[src/rtl/fifo_pkg.sv]
// Shared types and helpers for the parametrised FIFO.
// Used by the RTL, the assertion bench and the scoreboard.
package fifo_pkg;

  typedef struct packed {
    logic wr_ack;
    logic overflow;
    logic underflow;
  } flags_t;

  function automatic int calc_cw(input int depth);
    return $clog2(depth + 1);
  endfunction

endpackage

[src/rtl/fifo_wrap_ptr.sv]
// Circular FIFO pointer that wraps by explicit compare,
// so depths that are not a power of two work.
module fifo_wrap_ptr #(
  parameter int DEPTH = 8,
  localparam int PW = $clog2(DEPTH)
) (
  input  logic          clk,
  input  logic          rst,
  input  logic          flush,
  input  logic          inc,
  output logic [PW-1:0] ptr
);

  always_ff @(posedge clk or posedge rst) begin
    if (rst) begin
      ptr <= '0;
    end else if (flush) begin
      ptr <= '0;
    end else if (inc) begin
      ptr <= (ptr == PW'(DEPTH - 1)) ? '0 : ptr + PW'(1);
    end
  end

endmodule

[src/rtl/param_fifo.sv]
// Single-clock FIFO with registered handshake flags,
// occupancy count, almost-full/empty levels and flush.
module param_fifo
  import fifo_pkg::*;
#(
  parameter int DATA_WIDTH = 16,
  parameter int DEPTH = 8,
  parameter int AF_LEVEL = DEPTH - 1,
  parameter int AE_LEVEL = 1,
  localparam int CW = calc_cw(DEPTH)
) (
  input  logic                  clk,
  input  logic                  rst,
  input  logic                  flush,
  input  logic                  wr_en,
  input  logic [DATA_WIDTH-1:0] data_in,
  input  logic                  rd_en,
  output logic [DATA_WIDTH-1:0] data_out,
  output logic                  wr_ack,
  output logic                  overflow,
  output logic                  underflow,
  output logic                  full,
  output logic                  empty,
  output logic                  almostfull,
  output logic                  almostempty,
  output logic [CW-1:0]         count
);

  localparam int PW = $clog2(DEPTH);

  logic [DATA_WIDTH-1:0] mem [DEPTH];
  logic [PW-1:0] wr_ptr;
  logic [PW-1:0] rd_ptr;
  logic wr_ok;
  logic rd_ok;
  flags_t flg;

  assign full        = (count == CW'(DEPTH));
  assign empty       = (count == '0);
  assign almostfull  = (count >= CW'(AF_LEVEL));
  assign almostempty = (count <= CW'(AE_LEVEL));

  // A read in the same edge frees the slot a full FIFO needs.
  assign wr_ok = !flush && wr_en && (!full || rd_en);
  assign rd_ok = !flush && rd_en && !empty;

  fifo_wrap_ptr #(.DEPTH(DEPTH)) u_wr_ptr (
    .clk   (clk),
    .rst   (rst),
    .flush (flush),
    .inc   (wr_ok),
    .ptr   (wr_ptr)
  );

  fifo_wrap_ptr #(.DEPTH(DEPTH)) u_rd_ptr (
    .clk   (clk),
    .rst   (rst),
    .flush (flush),
    .inc   (rd_ok),
    .ptr   (rd_ptr)
  );

  always_ff @(posedge clk) begin
    if (wr_ok) begin
      mem[wr_ptr] <= data_in;
    end
  end

  always_ff @(posedge clk or posedge rst) begin
    if (rst) begin
      data_out <= '0;
    end else if (rd_ok) begin
      data_out <= mem[rd_ptr];
    end
  end

  always_ff @(posedge clk or posedge rst) begin
    if (rst) begin
      count <= '0;
    end else if (flush) begin
      count <= '0;
    end else begin
      unique case ({wr_ok, rd_ok})
        2'b10:   count <= count + CW'(1);
        2'b01:   count <= count - CW'(1);
        default: count <= count;
      endcase
    end
  end

  always_ff @(posedge clk or posedge rst) begin
    if (rst) begin
      flg <= '0;
    end else if (flush) begin
      flg <= '0;
    end else begin
      flg.wr_ack    <= wr_ok;
      flg.overflow  <= wr_en && !wr_ok;
      flg.underflow <= rd_en && !rd_ok;
    end
  end

  assign wr_ack    = flg.wr_ack;
  assign overflow  = flg.overflow;
  assign underflow = flg.underflow;

endmodule

[config.mk]
export PLATFORM = sky130hd
export DESIGN_NAME = param_fifo
export DESIGN_NICKNAME = d
export VERILOG_FILES = /design/src/rtl/fifo_pkg.sv /design/src/rtl/fifo_wrap_ptr.sv /design/src/rtl/param_fifo.sv
export SDC_FILE = /design/constraint.sdc
export NUM_CORES = 1
export LEC_CHECK = 0
export BUFFER_PORTS_ARGS = -buffer_cell sky130_fd_sc_hd__buf_2
export CAP_MARGIN = 20
export CORE_AREA = 2 2 103 105
export CTS_CLUSTER_DIAMETER = 120
export CTS_CLUSTER_SIZE = 40
export DETAILED_ROUTE_END_ITERATION = 7
export DIE_AREA = 0 0 105 107
export HOLD_SLACK_MARGIN = 0.15
export PLACE_DENSITY = 0.82
export SYNTH_ARGS = -nofsm -noshare
export SYNTH_HDL_FRONTEND = slang
export SYNTH_HIERARCHICAL = 1
export SYNTH_SLANG_ARGS = --single-unit
[constraint.sdc]
create_clock -name clk -period 6.2 [get_ports clk]
set_input_delay 0.31 -clock clk [delete_from_list [all_inputs] [get_ports clk]]
set_output_delay 0.31 -clock clk [all_outputs]
set_load 0.01 [all_outputs]
==> flow_summary.ini, run 1 <==
[layout]
area_delta_synth_final_pct = 19.4
final_nets = 508
final_area_mm2 = 0.00754
num_antenna_cells = 0
layout-drive-gt1-share = 0.205

[global_route]
antenna_found_initial = 0
grt_max_degree = 67
grt_pass1_vias = 3616
grt-ovfl-total = 0
met2_usage = 0.384
busiest_layer = met2
met1_usage = 0.312
grtUsageTotal = 0.239
grt_use_met3 = 0.0687
grt_pass1_wl_mm = 19.3

[detailed_routing]
dr.first_iter.drc_count = 244
ant_nets = 0
wl_per_cell_um = 19.8
viasPerCell = 5.78
vias = 3634
drc_errors = 0
wl_mm = 12.4
drt_pass1_iterations = 5

[synthesis]
synth.top_cell.area_share = 0.609
synth_ff_type = edfxtp_1
ys_seq_elements = 157
yosysMostFrequentCell = edfxtp_1
yosys-top-cells-area = edfxtp_1 (61%), dfrtp_1 (11%), mux2i_1 (11%)
postSynthCellCount = 400
ys_types = 36
syn_area_per_cell_um2 = 15.8
synth_nets = 428
ys_async_sr_fraction = 0.185
seq_area_frac_synth = 0.724
synth_warnings = 6
synth_edf_count = 128
syn-cell-area_mm2 = 0.00631
yosysTopAreaCell = edfxtp_1
yosys-top-cells-count = edfxtp_1 (128), mux2i_1 (71), nand2_1 (34)

[clocking]
cts_max_path_buffers = 2
cts_buffers = 17
clock-sinks = 157
cts.clk_slew.worst_paths_ns = 0.06
cts_max_level = 4
clk-insertion-delay-late_ns = 0.54
clockRootBuffer = clkbuf_8
postCtsSetupBuffers = 0
cts_tree = done

[timing]
period_share = 0.461
worst_pin_slew_ns = 0.966
tns_ns = 0
finalSetupViolCount = 0
slew_viol_final = 0
fin_crit_ns = 2.86
fin_worst_skew_ns = 0.00876
hold_viol = 0
maxSlewHeadroom = 0.353
rsz0062_at_grt = false
timing.fmax_mhz = 350

[setup_path]
cp.required_ns = 6.45
start_kind = flip-flop
end_kind = flip-flop
worstSetupPathType = flip-flop to flip-flop
cp_max_fo = 9
worstPathArrival_ns = 3.11

[die]
rows = 37
start_util = 0.626
io_pins = 48
die_w_um = 105
fp.coreArea_mm2 = 0.0101
die_area_mm2 = 0.0112
die_y_um = 107

[place]
gp_congestion = 0.783
port_buffers = 47
placed_cell_area_mm2 = 0.00673
hpwl_mm = 7.49

[worst_hold_path]
hold_class = primary input to async pin

[power]
powerDensity_mw_per_mm2 = 352
vdd_drop_max_mv = 0.245
p_leak_nw = 2.75

[outcome]
outcome = completed

[job]
maxCapViolations = 0
[area by class of cell]
class	count	area [µm²]
Fill cell	644	2560
Inverter	10	40.0
Multi-Input combinational cell	213	1620
Clock inverter	11	143
Sequential cell	157	4570
Tap cell	136	170
Timing Repair Buffer	81	561
Clock buffer	21	429
[path summary, 6_finish.rpt]
check / startpoint / end / slack [ns] / cells after the start
hold reg to reg: data_out[6] / data_out[6] / 0.47 / 2
setup reg to reg: count[0] / mem[4][10] / 3.34 / 6
max in group asynchronous: rst / data_out[2] / 5.31 / 4
setup / recovery: count[0] / mem[4][10] / 3.34 / 6
hold / removal: rst / u_wr_ptr/ptr[0] / 0.21 / 3
min in group clk: wr_en / count[2] / 0.35 / 5
[sequential cells by signal, indices dropped and copies added (netlist names)]
register      flops
count             4
data_out         16
mem             128
overflow          1
u_rd_ptr/ptr      3
u_wr_ptr/ptr      3
underflow         1
wr_ack            1
[stage by stage]
stage	hold WS (ns)	total power [W]	utilization	std cells	worst slack (ns)
floorplan	0.0636	0.00152	-	400	2.80
global route	0.207	0.00275	0.747	629	3.20
detailed placement	0.201	0.00165	0.667	575	3.34
global placement	0.193	0.00164	0.666	574	3.19
finish	0.212	0.00265	0.747	629	3.34
CTS	0.179	0.00267	0.743	627	3.32
[cells by family (layout without fill, tap and decap cells)]
group                    Yosys count  after routing  share of synthesized area
AND/OR/NAND/NOR                   92             92                     0.0737
flip-flops                       157            157                      0.724
AO/OA/AOI/OAI                     41             41                     0.0491
adder cells (fa/ha/maj)            7              7                     0.0139
XOR/XNOR                           1              1                    0.00139
buffers and inverters             30            123                     0.0238
multiplexers                      72             72                      0.114
[per-layer routing]
metal / vias to the layer above / share of wire
met5: - / 0
met4: 0 / 0.015
met3: 21 / 0.059
met2: 126 / 0.50
met1: 1815 / 0.43
li1: 1672 / -
[critical path, cell delays in order, from the launching register on]
cell,delay [ns]
dfrtp_1,0.42
inv_1,0.10
ha_1,0.26
and4bb_2,0.26
or2_1,0.37
nor3_2,0.81
buf_4,0.32
[placed cells by master (no fill, tap or decap), types with 2 or more instances in the layout]
cell type,count
mux2i_1,71
dfrtp_1,28
nor3_1,2
buf_4,12
nand2b_1,9
nand3_1,18
a22oi_1,32
or3b_1,3
nor2_1,11
buf_2,47
nor2b_1,2
o21ai_0,3
nand2_1,34
clkinv_1,2
edfxtp_1,128
clkinvlp_4,3
dlygate4sd3_1,20
bufinv_16,3
clkbuf_1,4
inv_1,8
ha_1,7
a21oi_2,2
clkbuf_16,16
nor3_2,4
[timing repair]
item,in CTS,in global routing
hold buffers,20,0
gates resized for setup,0,0
hold endpoints to repair,165,0
[report_power, final]
part | switching, W | internal (W)
Sequential | 0.0000524 | 0.00121
Clock | 0.000394 | 0.000611
Combinational | 0.000224 | 0.000154
Note: power is estimated with default switching activity, not from simulation.
==> run 2, diff against run 1 <==
--- a/config.mk
+++ b/config.mk
@@ -7,13 +7,13 @@
 export LEC_CHECK = 0
 export BUFFER_PORTS_ARGS = -buffer_cell sky130_fd_sc_hd__buf_2
 export CAP_MARGIN = 20
-export CORE_AREA = 2 2 103 105
+export CORE_AREA = 2 2 107 109
 export CTS_CLUSTER_DIAMETER = 120
 export CTS_CLUSTER_SIZE = 40
 export DETAILED_ROUTE_END_ITERATION = 7
-export DIE_AREA = 0 0 105 107
+export DIE_AREA = 0 0 109 111
 export HOLD_SLACK_MARGIN = 0.15
-export PLACE_DENSITY = 0.82
+export PLACE_DENSITY = 0.77
 export SYNTH_ARGS = -nofsm -noshare
 export SYNTH_HDL_FRONTEND = slang
 export SYNTH_HIERARCHICAL = 1
==> constraint.sdc (replaced) <==
create_clock -name clk -period 2.8 [get_ports clk]
set_input_delay 0.14 -clock clk [delete_from_list [all_inputs] [get_ports clk]]
set_output_delay 0.14 -clock clk [all_outputs]
set_load 0.01 [all_outputs]
==> run 2 against run 1 <==
Against the previous run: worst setup slack got worse by 3.0 ns; sequential share of layout area fell by 0.44 points; combinational power grew 120%; clock skew decreased by 0.0038 ns; core utilization is 6.1 points lower; via count hardly changed; count of clock-buffer cells in the layout decreased by 3; final area is 0.73% higher; sequential power is 120% higher; first-iteration DRC count rose by 71%; wire length grew 9.0%; flip-flop and latch count is the same; critical path type unchanged; critical endpoint is now mem[7][6]; highest routed layer unchanged.
==> flow_summary.ini, run 2 (synthesized netlist as in run 1, its figures left out) <==
[outcome]
outcome = completed

[timing]
timing.fmax_mhz = 414
maxSlewHeadroom = 0.382
rsz0062_at_grt = false
hold_viol = 0
tns_ns = 0
fin_crit_ns = 2.41
worst_pin_slew_ns = 0.926
finalSetupViolCount = 0
period_share = 0.862
slew_viol_final = 0
fin_worst_skew_ns = 0.00499

[clocking]
cts_buffers = 17
clockRootBuffer = clkbuf_16
cts_max_level = 4
cts.clk_slew.worst_paths_ns = 0.06
clock-sinks = 157
holdBufCountCts = 21
postCtsSetupBuffers = 0
cts_max_path_buffers = 2
cts_resized = 0
cts_tree = done
clk-insertion-delay-late_ns = 0.42

[layout]
final_common_cell = edfxtp_1
largest_reg_flops = 128
area_delta_synth_final_pct = 20.2
num_antenna_cells = 0
final_nets = 510
largest-register = mem
layout-drive-gt1-share = 0.209
mostFrequentLayoutCells = edfxtp_1 (128), mux2i_1 (71), buf_2 (47), nand2_1 (34), a22oi_1 (32)
final_area_mm2 = 0.00759
top_regs = mem (128), data_out (16), count (4)

[detailed_routing]
wl_per_cell_um = 21.4
wl_mm = 13.6
dr.first_iter.drc_count = 417
ant_nets = 0
drt_pass1_iterations = 5
vias = 3631
viasPerCell = 5.72
drc_errors = 0

[setup_path]
worstSetupPathType = flip-flop to flip-flop
end_kind = flip-flop
worstRegToRegCells = 8
cp_max_fo = 16
cp.required_ns = 2.91
start_kind = flip-flop
worstPathArrival_ns = 2.52

[place]
gp_congestion = 0.904
placed_cell_area_mm2 = 0.00677
hpwl_mm = 8.72
port_buffers = 47

[die]
fp.coreArea_mm2 = 0.0111
die_area_mm2 = 0.0121
start_util = 0.570
rows = 39
io_pins = 48
die_w_um = 109
die_y_um = 111

[global_route]
grt_max_degree = 34
grt_pass1_wl_mm = 20.8
grtUsageTotal = 0.245
grt_pass1_vias = 3586
grt-ovfl-total = 0
antenna_found_initial = 0

[power]
p_leak_nw = 2.78
p_int_w = 0.00450
vdd_drop_max_mv = 0.493
powerDensity_mw_per_mm2 = 789
clkPwrFrac = 0.389
power_frac_comb = 0.142
swShare = 0.248
sequentialPowerShare = 0.469
power_switching_w = 0.00148

[job]
maxCapViolations = 0

[worst_hold_path]
whs_path_depth = 5
hold_class = primary input to flip-flop
## run 2: cell count changes in the layout (fill, tap and decap cells not counted), sizes merged
cell / delta
clkbuf: -3
bufinv: +1
clkinvlp: -1
dlygate4sd3: +1
buf: +1
## run 2: final timing paths
path | slack, ns | end | startpoint
worst max-delay path | 0.39 | mem[7][6] | count[0]
min in group asynchronous | 0.48 | data_out[9] | rst
worst min register to register | 0.47 | data_out[12] | data_out[12]
worst min-delay path | 0.33 | count[2] | wr_en
max in group asynchronous | 1.75 | data_out[12] | rst
worst max register to register | 0.39 | mem[7][6] | count[0]
## run 2: per-stage QoR
| stage | util | power, W | setup slack [ns] | std cells | hold slack (ns) |
|---|---|---|---|---|---|
| finish | 0.685 | 0.00599 | 0.386 | 635 | 0.331 |
| floorplan | - | 0.00337 | -0.184 | 400 | -0.106 |
| global placement | 0.612 | 0.00366 | 0.514 | 584 | 0.0240 |
| detailed placement | 0.612 | 0.00368 | 0.422 | 584 | 0.0351 |
| CTS | 0.685 | 0.00602 | 0.404 | 634 | 0.313 |
| global route | 0.685 | 0.00621 | 0.240 | 635 | 0.325 |
## run 2: area by class of cell
type / instances / area, µm²
Tap cell: 143 / 179
Fill cell: 707 / 3490
Multi-Input combinational cell: 213 / 1630
Sequential cell: 157 / 4570
Clock buffer: 18 / 429
Inverter: 10 / 40.0
Clock inverter: 11 / 170
Timing Repair Buffer: 83 / 571
## run 2: power groups by stage
| stage | combinational, W | clock (W) | sequential, W |
|---|---|---|---|
| final | 0.000850 | 0.00233 | 0.00281 |
| after global routing | 0.000940 | 0.00244 | 0.00283 |
| after CTS | 0.000856 | 0.00236 | 0.00281 |
| after detailed placement | 0.000829 | 0 | 0.00285 |
| after global placement | 0.000815 | 0 | 0.00285 |
| after floorplan | 0.000484 | 0 | 0.00288 |
## run 2: worst max-delay path, stage by stage, from the launching register on
cell and delay [ns]:
dfrtp_1 0.43, inv_1 0.11, ha_1 0.27, and4bb_2 0.27, or2_1 0.26, inv_2 0.16
nand2_1 0.16, nor2_1 0.17, buf_4 0.27
## run 2: layer usage
metal,up-vias,routed length [µm],GRT usage
li1,1680,-,-
met1,1801,5700,0.355
met2,130,6640,0.371
met3,20,982,0.0464
met4,0,247,0.0949
met5,-,0,0
==> run 3, diff against run 2 <==
--- a/config.mk
+++ b/config.mk
@@ -7,13 +7,13 @@
 export LEC_CHECK = 0
 export BUFFER_PORTS_ARGS = -buffer_cell sky130_fd_sc_hd__buf_2
 export CAP_MARGIN = 20
-export CORE_AREA = 2 2 107 109
+export CORE_AREA = 2 2 103 105
 export CTS_CLUSTER_DIAMETER = 120
 export CTS_CLUSTER_SIZE = 40
 export DETAILED_ROUTE_END_ITERATION = 7
-export DIE_AREA = 0 0 109 111
+export DIE_AREA = 0 0 105 107
 export HOLD_SLACK_MARGIN = 0.15
-export PLACE_DENSITY = 0.77
+export PLACE_DENSITY = 0.82
 export SYNTH_ARGS = -nofsm -noshare
 export SYNTH_HDL_FRONTEND = slang
 export SYNTH_HIERARCHICAL = 1
==> constraint.sdc (replaced) <==
create_clock -name clk -period 3 [get_ports clk]
set_input_delay 0.15 -clock clk [delete_from_list [all_inputs] [get_ports clk]]
set_output_delay 0.15 -clock clk [all_outputs]
set_load 0.01 [all_outputs]
==> run 3 against run 2 <==
Against the previous run: non-clock buffer count increased by 4; final cell count unchanged; worst setup slack better by 0.044 ns; core utilization grew 6.4 points; hold slack worse by 0.11 ns; sequential share of layout area rose by 0.27 points; global-route usage shrank 0.52 points; largest cell class unchanged.
==> flow_summary.ini, run 3 (synthesized netlist as in run 1, its figures left out) <==
[timing]
fin_worst_skew_ns = 0.00580
fin_crit_ns = 2.57
timing.fmax_mhz = 389
period_share = 0.857
hold_viol = 0
setup_ws_ns = 0.430
slew_viol_final = 0
rsz0062_at_grt = false
worst_pin_slew_ns = 0.724
finalSetupViolCount = 0
tns_ns = 0
maxSlewHeadroom = 0.517

[setup_path]
cp_max_fo = 16
critPathMaxStageDelay_ns = 0.43
r2r_slack_ns = 0.43
end_kind = flip-flop
cp.required_ns = 3.20
path_cells = inv_1, ha_1, and4bb_2, or2_1, inv_2, nand2_1, nor2_1, buf_4
slowest_stage = dfrtp_1
worstPathArrival_ns = 2.77
worstSetupPathType = flip-flop to flip-flop
rr_endpoint = mem[3][7]
r2r_start = count[0]
worstRegToRegCells = 8
start_kind = flip-flop

[detailed_routing]
ant_nets = 0
dr.first_iter.drc_count = 259
wl_mm = 12.5
vias = 3674
drc_errors = 0
drt_pass1_iterations = 4
viasPerCell = 5.79
wl_per_cell_um = 19.7

[layout]
largest-register = mem
final_common_cell = edfxtp_1
num_antenna_cells = 0
largest_reg_flops = 128
layout-drive-gt1-share = 0.216
mostFrequentLayoutCells = edfxtp_1 (128), mux2i_1 (71), buf_2 (47), nand2_1 (34), a22oi_1 (32)
top_regs = mem (128), data_out (16), count (4)
area_delta_synth_final_pct = 19.7
final_nets = 514

[power]
p_int_w = 0.00392
power_switching_w = 0.00141
swShare = 0.265
power_frac_comb = 0.147
powerDensity_mw_per_mm2 = 706
vdd_drop_max_mv = 0.510
total_power_w = 0.00534
sequentialPowerShare = 0.491
clkPwrFrac = 0.362
p_leak_nw = 2.78

[clocking]
clk-insertion-delay-late_ns = 0.52
cts_max_path_buffers = 2
cts.clk_slew.worst_paths_ns = 0.06
clockRootBuffer = clkbuf_8
cts_buffers = 17
cts_tree = done
clock-sinks = 157
cts_resized = 0
cts_max_level = 4

[global_route]
grt-ovfl-total = 0
antenna_found_initial = 0
grtUsageTotal = 0.240
grt_pass1_wl_mm = 19.7
grt_pass1_vias = 3842
grt_max_degree = 38

[place]
port_buffers = 47
gp_congestion = 0.820
hpwl_mm = 7.38
dp_slack_ns = 0.476

[die]
fp.coreArea_mm2 = 0.0101
die_y_um = 107
die_area_mm2 = 0.0112
io_pins = 48
die_w_um = 105
start_util = 0.626
rows = 37

[worst_hold_path]
hp-start = wr_en
min_to = count[2]
hold_class = primary input to flip-flop
whs_path_depth = 5

[outcome]
outcome = completed

[job]
maxCapViolations = 0
[run 3: changes by cell type in the layout (fill, tap and decap cells not counted), sizes merged]
cell and change:
buf +4, inv +2, clkbuf -1, clkinv +5
bufinv -3
[run 3: metal layers]
metal | track usage | vias up | part of all wire
li1 | - | 1685 | -
met1 | 0.298 | 1840 | 0.40
met2 | 0.411 | 129 | 0.53
met3 | 0.0571 | 20 | 0.059
met4 | 0.0952 | 0 | 0.017
met5 | 0 | - | 0
[run 3: worst max path at each step]
stage              from    endpoint  slack, ns  cells after the start
3_3_place_gp   count[0]   mem[5][7]       0.58                      8
5_1_grt        count[0]   mem[3][8]       0.32                      8
3_5_place_dp   count[0]   mem[7][7]       0.48                      8
2_1_floorplan  count[0]   mem[2][0]       0.02                      6
4_1_cts        count[0]  mem[3][11]       0.44                      8
6_report       count[0]   mem[3][7]       0.43                      8
[run 3: cell type report]
class	count	area, µm²
Inverter	10	40.0
Clock inverter	15	123
Sequential cell	157	4570
Tap cell	136	170
Clock buffer	17	414
Timing Repair Buffer	87	608
Multi-Input combinational cell	213	1630
Fill cell	636	2530
[run 3: power by group through the flow]
stage / logic [W] / clock network (W) / registers (W)
6_report: 0.000785 / 0.00193 / 0.00262
5_1_grt: 0.000870 / 0.00206 / 0.00264
4_1_cts: 0.000791 / 0.00196 / 0.00262
3_5_place_dp: 0.000758 / 0 / 0.00266
3_3_place_gp: 0.000733 / 0 / 0.00265
2_1_floorplan: 0.000451 / 0 / 0.00269
[run 3: repair_timing]
item / CTS / global route
buffers inserted: 0 / 0
endpoints found under the setup margin: 0 / 0
hold endpoints to repair: 169 / 0
hold buffers: 21 / 0
[run 3: critical path: cells and delay by family (launching register included)]
family                   cells  cell delay [ns]
buffers and inverters        3             0.59
adder cells (fa/ha/maj)      1             0.27
flip-flops                   1             0.43
AND/OR/NAND/NOR              4             0.96
[run 3: per-stage QoR]
stage          cells  hold slack [ns]  utilization  instance area, µm²
2_1_floorplan    400          -0.0964            -                6320
3_3_place_gp     581           0.0394        0.672                6780
3_5_place_dp     581           0.0486        0.672                6780
4_1_cts          634            0.195        0.746                7530
5_1_grt          635            0.254        0.749                7560
6_report         635            0.220        0.749                7560
